## config.mk

```make
export PLATFORM = sky130hd
export DESIGN_NAME = register_file_sb
export DESIGN_NICKNAME = d
export VERILOG_FILES = /design/src/rtl/register_file_sb.sv
export SDC_FILE = /design/constraint.sdc
export NUM_CORES = 1
export LEC_CHECK = 0
export CORE_MARGIN = 2
export CORE_UTILIZATION = 61
export DETAILED_ROUTE_END_ITERATION = 6
export PLACE_DENSITY = 0.81
export SETUP_SLACK_MARGIN = 0.05
export SYNTH_ARGS = -nofsm -noshare
export SYNTH_HDL_FRONTEND = slang
export SYNTH_SLANG_ARGS = --single-unit
export TNS_END_PERCENT = 1
```

## constraint.sdc

```tcl
create_clock -name clk -period 4.38 [get_ports clk]
set_clock_uncertainty 0.1 [all_clocks]
set_input_delay 0.657 -clock clk [delete_from_list [all_inputs] [get_ports clk]]
set_output_delay 0.657 -clock clk [all_outputs]
set_load 0.01 [all_outputs]
```

## src/rtl/register_file_sb.sv

```systemverilog
// ---------------------------------------------------------------------------
// register_file_sb
//
// Parametrised register file with a per-register pending scoreboard and a
// sequential post-reset initialisation sweep. It sits between ID (reads and
// destination issue) and WB (writes).
//
// After reset the file walks every register, writing register i with the
// value i (zero-extended). This takes RegCount cycles. While the sweep runs,
// all outputs are held at zero and writes and issues are ignored.
//
// Optional feature (macro RF_BYPASS_EN): when it is defined, a WB write to
// the register being read is forwarded to readDataN in the same cycle. The
// matching busyN is also cleared in that cycle, unless an issue to the same
// register arrives in that cycle. When the macro is undefined, no forwarding
// paths are built.
//
// Parameters
//   WordLen   data width in bits
//   RegCount  number of architectural registers (1..2^AddrLen)
//   AddrLen   register address width
//
// Ports
//   clk                       sole clock, rising edge
//   rst                       synchronous, active-high reset
//   readRegister1/2           read port addresses
//   readData1/2               read port data (combinational)
//   busy1/2                   pending flag of the addressed register
//   writeRegister/writeData   WB destination and data
//   regWrite                  WB write enable
//   issueDst/issueValid       destination of the instruction leaving ID
//   ready                     sweep complete, port accesses honoured
// ---------------------------------------------------------------------------
module register_file_sb #(
    parameter int WordLen  = 32,
    parameter int RegCount = 15,
    parameter int AddrLen  = 4
) (
    input  logic               clk,
    input  logic               rst,
    input  logic [AddrLen-1:0] readRegister1,
    input  logic [AddrLen-1:0] readRegister2,
    output logic [WordLen-1:0] readData1,
    output logic [WordLen-1:0] readData2,
    output logic               busy1,
    output logic               busy2,
    input  logic [AddrLen-1:0] writeRegister,
    input  logic [WordLen-1:0] writeData,
    input  logic               regWrite,
    input  logic [AddrLen-1:0] issueDst,
    input  logic               issueValid,
    output logic               ready
);

    typedef enum logic {
        INIT = 1'b0,
        RUN  = 1'b1
    } state_t;

    localparam logic [AddrLen-1:0] LAST_IDX = AddrLen'(RegCount - 1);

    state_t              state_reg, state_next;
    logic [AddrLen-1:0]  cnt_reg, cnt_next;
    logic [WordLen-1:0]  reg_file_reg [RegCount];
    logic [RegCount-1:0] pending_reg, pending_next;

    logic                wr_en;
    logic                iss_en;
    logic [RegCount-1:0] wr_hit;
    logic [RegCount-1:0] iss_hit;

    // Read ports are handled as a two-entry array so that both ports share
    // one generated implementation.
    logic [AddrLen-1:0]  rd_addr [2];
    logic [WordLen-1:0]  rd_data [2];
    logic [1:0]          rd_busy;

    function automatic logic in_range(input logic [AddrLen-1:0] addr);
        return {1'b0, addr} < (AddrLen + 1)'(RegCount);
    endfunction

    // Writes and issues are accepted only in RUN and only for existing
    // registers. Out-of-range requests are dropped silently.
    assign wr_en  = (state_reg == RUN) && regWrite   && in_range(writeRegister);
    assign iss_en = (state_reg == RUN) && issueValid && in_range(issueDst);

    // Per-register scoreboard update. An issue takes priority over a write
    // to the same register on the same edge, because the new producer has
    // not yet written back.
    generate
        for (genvar gi = 0; gi < RegCount; gi++) begin : g_pending
            assign wr_hit[gi]       = wr_en  && (writeRegister == AddrLen'(gi));
            assign iss_hit[gi]      = iss_en && (issueDst      == AddrLen'(gi));
            assign pending_next[gi] = iss_hit[gi] | (pending_reg[gi] & ~wr_hit[gi]);
        end
    endgenerate

    // FSM next state and sweep counter
    always_comb begin
        state_next = state_reg;
        cnt_next   = cnt_reg;
        case (state_reg)
            INIT: begin
                cnt_next = cnt_reg + 1'b1;
                if (cnt_reg == LAST_IDX) begin
                    state_next = RUN;
                end
            end
            RUN: begin
                state_next = RUN;
            end
            default: begin
                state_next = INIT;
            end
        endcase
    end

    always_ff @(posedge clk) begin
        if (rst) begin
            state_reg   <= INIT;
            cnt_reg     <= '0;
            pending_reg <= '0;
        end else begin
            state_reg   <= state_next;
            cnt_reg     <= cnt_next;
            pending_reg <= pending_next;
        end
    end

    // Reset does not clear the storage array. The sweep that follows reset
    // initialises it, and reset itself suppresses every write.
    always_ff @(posedge clk) begin
        if (!rst) begin
            if (state_reg == INIT) begin
                reg_file_reg[cnt_reg] <= WordLen'(cnt_reg);
            end else if (wr_en) begin
                reg_file_reg[writeRegister] <= writeData;
            end
        end
    end

    assign rd_addr[0] = readRegister1;
    assign rd_addr[1] = readRegister2;

    generate
        for (genvar gi = 0; gi < 2; gi++) begin : g_read
            always_comb begin
                rd_data[gi] = '0;
                rd_busy[gi] = 1'b0;
                if (state_reg == RUN && in_range(rd_addr[gi])) begin
                    rd_data[gi] = reg_file_reg[rd_addr[gi]];
                    rd_busy[gi] = pending_reg[rd_addr[gi]];
`ifdef RF_BYPASS_EN
                    // wr_en already implies RUN and an in-range target.
                    if (wr_en && (writeRegister == rd_addr[gi])) begin
                        rd_data[gi] = writeData;
                        rd_busy[gi] = iss_en && (issueDst == writeRegister);
                    end
`endif
                end
            end
        end
    endgenerate

    assign readData1 = rd_data[0];
    assign readData2 = rd_data[1];
    assign busy1     = rd_busy[0];
    assign busy2     = rd_busy[1];
    assign ready     = (state_reg == RUN);

endmodule

```

==> metrics, run 1 <==
worst-path cell chain=clkbuf_8 > buf_4 > a31o_2 > buf_4 > a211oi_1 > clkdlybuf4s50_1; Setup violations, final=0; reg2reg path depth=6; maxcap violations=0; Seq/Total Area, Yosys=61.4%; Lkg Pwr=between 0.008 and 0.009 µW; maximum clock frequency=253 MHz; Sw Ratio=21.6%; post-CTS resize count=0; initial antenna violation count=0; Comb power frac=7.3%; critical path's most frequent cell=buf_4; Worst Slack Setup Final=428 ps; P_sw=2200 µW; port bufs=about 120; layout cells sized above 1=24.5%; PwrDens=366 nW/µm²; pin count of the biggest net entering global routing=between 50 and 60; critical path capture point type=output port; CP Launch Type=input port; VDD IR max=0.000403 V; Final Max Slew Viols=0; Int Pwr=~8000 µW; Seq pwr share=52.0%; max reg flops=480; worst path required time=3620 ps; critical path arrival=roughly 3200 ps; Clk network pwr share=about two fifths; CP max stage cell=a31o_2; number of synthesis warnings=0; GPL Wtd Cong=0.808; R2R Path Start=ready; number of nets with antenna violations after routing=0; Clock Latency Late Sink=between 500 and 600 ps; clk sinks=500; 1st-pass router iterations=6; synthesis-stage register bit count=500; Worst-path clk slew=about 60 ps; CTS tree=built; first-pass GRT wire length=93200 µm; synthesized cell area=about 24000 µm²; I/O Pins=around 120; # DRC=0; Via density=7.03; drt total wl=approximately 62000 µm; Chip Width=203 µm; Initial Util=62.1%; actual slew at the worst max-slew pin=1040 ps; library cells used by synthesis=46; Detailed Route Iter0 Violations=1488; Wirelength per Cell=29.6 µm; die area=just over 40000 µm²; # rows=72; Total Power=approximately 10000 µW; dpl hpwl=36000 µm; FF-to-FF End=reg_file_reg[8][4]; Area Overhead vs Synth=15.2%; CTS H-tree depth=2; hold_buf cts=0; crit path time final=between 3000 and 4000 ps; nets@finish=1578; # Post-CTS Setup Buffers=0; vias in the first global route=15.1k; setup slack, reg-to-reg=about 1400 ps; Setup Total Neg Slack=0 ps; Mapped Cells=1399; ys flop type=edfxtp_1; Async SR Flop Fraction=0%; Slew headroom=30.1%; Total Routing Usage GR=30.7%; clk buf depth=3; core area=38800 µm²; critical path type=input port to output port; Avg Cell Area, Syn=17.2 µm²; total gr overflow=0; worst setup path endpoint=readData1[1]; root buf cell=clkbuf_16; Final Hold Viols=0; number of buffers created by CTS=50; Crit. Startpoint=readRegister1[0]; CP Max Fanout=50; worst hold path type=flip-flop to flip-flop; vias=14.6k; CP peak stage delay=580 ps; Post-synth EDFFs=480; antenna diode instance count=0; status=finished, final reports clean; worst slack at placement=461 ps; syn nets=1453; fin crit share=90.2%; RSZ-0062 raised after global routing=no; die height=approximately 200 µm
## cell type report
type / count / area [µm²]
flip-flops and latches: 500 / 14800
fillers: 2279 / 11000
multi-input cells: 783 / 8880
repair buffers: 185 / 1870
clock buffers: 64 / 1370
well taps: 518 / 648
clock inverters: 26 / 196
inverters: 4 / 15.0
## worst min path at each step
stage                               start              end  slack [ps]  cells after the start
after floorplan            pending_reg[6]   pending_reg[6]         360                      2
after global placement     pending_reg[1]   pending_reg[1]         380                      2
after detailed placement   pending_reg[7]   pending_reg[7]         390                      2
after CTS                  pending_reg[7]   pending_reg[7]         390                      2
after global routing       pending_reg[5]   pending_reg[5]         420                      2
final                     pending_reg[10]  pending_reg[10]         400                      2
## placed cells by master, fill, tap and decap left out, types with 3 or more instances in the layout
cell type and n:
inv_1 4, o21ai_0 52, o22ai_1 32, bufinv_16 3
buf_4 54, mux2i_1 161, clkbuf_1 11, and2_1 29
mux4_2 184, clkdlybuf4s50_1 111, a21oi_1 18, o22ai_4 6
clkinv_1 12, buf_12 15, clkinv_2 8, nor3_1 10
nor2_1 14, a2111oi_2 11, a211oi_1 53, a22o_1 11
mux2_1 22, nand3b_1 4, mux2_2 25, nand2b_1 6
clkbuf_16 53, o21ai_1 6, nor2b_1 39, nand2_1 56
edfxtp_1 480, nor2_4 7, dfxtp_1 20, nand3_1 9
## Yosys cell counts (12+ instances only)
library cell,n,area share (%)
buf_4,12,0.37
mux2_2,25,1.2
dfxtp_1,20,1.7
a21oi_1,18,0.37
nand2_1,56,0.87
nor2_1,21,0.33
clkbuf_1,45,0.70
mux2_1,22,1.0
buf_2,35,0.73
o21ai_0,52,1.1
and2_1,29,0.75
mux4_2,184,17
mux2i_1,161,6.7
o22ai_1,38,0.99
nor2b_1,39,1.0
edfxtp_1,480,60
a211oi_1,53,1.6
## worst max-delay path: cells and delay by family
family | cells | cell delay [ps]
AOI/OAI and AO/OA | 2 | 730
buffers and inverters | 4 | 1730
## per-layer routing
layer / global-route usage (%) / vias to the layer above / wire length (µm)
li1: - / 6044 / -
met1: 41.9 / 7496 / 22700
met2: 50.1 / 925 / 30200
met3: 5.12 / 155 / 6260
met4: 12.5 / 0 / 2300
met5: 0 / - / 0
## through the flow
stage               hold slack, ps  instance area (µm²)  cells  utilization (%)
floorplan                      360                24100   1399                -
global placement               376                26200   1990             67.5
detailed placement             386                26200   1990             67.5
CTS                            395                27800   2080             71.6
global route                   418                27800   2080             71.6
finish                         403                27800   2080             71.6
## power by group through the flow
stage / combinational, µW / sequential [µW] / clock, µW
4_1_cts: 748 / 5290 / 4150
2_1_floorplan: 521 / 5380 / 0
3_3_place_gp: 735 / 5380 / 0
3_5_place_dp: 743 / 5390 / 0
6_report: 747 / 5290 / 4130
5_1_grt: 791 / 5300 / 4340
## kinds of logic after synthesis
family | share of synthesized area [%]
AO/OA/AOI/OAI | 5.75
XOR/XNOR | 0.109
adder cells (fa/ha/maj) | 0.104
buffers and inverters | 2.62
flip-flops | 61.4
multiplexers | 26.0
AND/OR/NAND/NOR | 3.97
Note: power is estimated with default switching activity, not from simulation.
==> run 2, diff against run 1 <==
- CAP_MARGIN: not set -> 10
==> results of run 2 <==
Same layout as run 1: the final DEF is identical, and so are final timing and power.
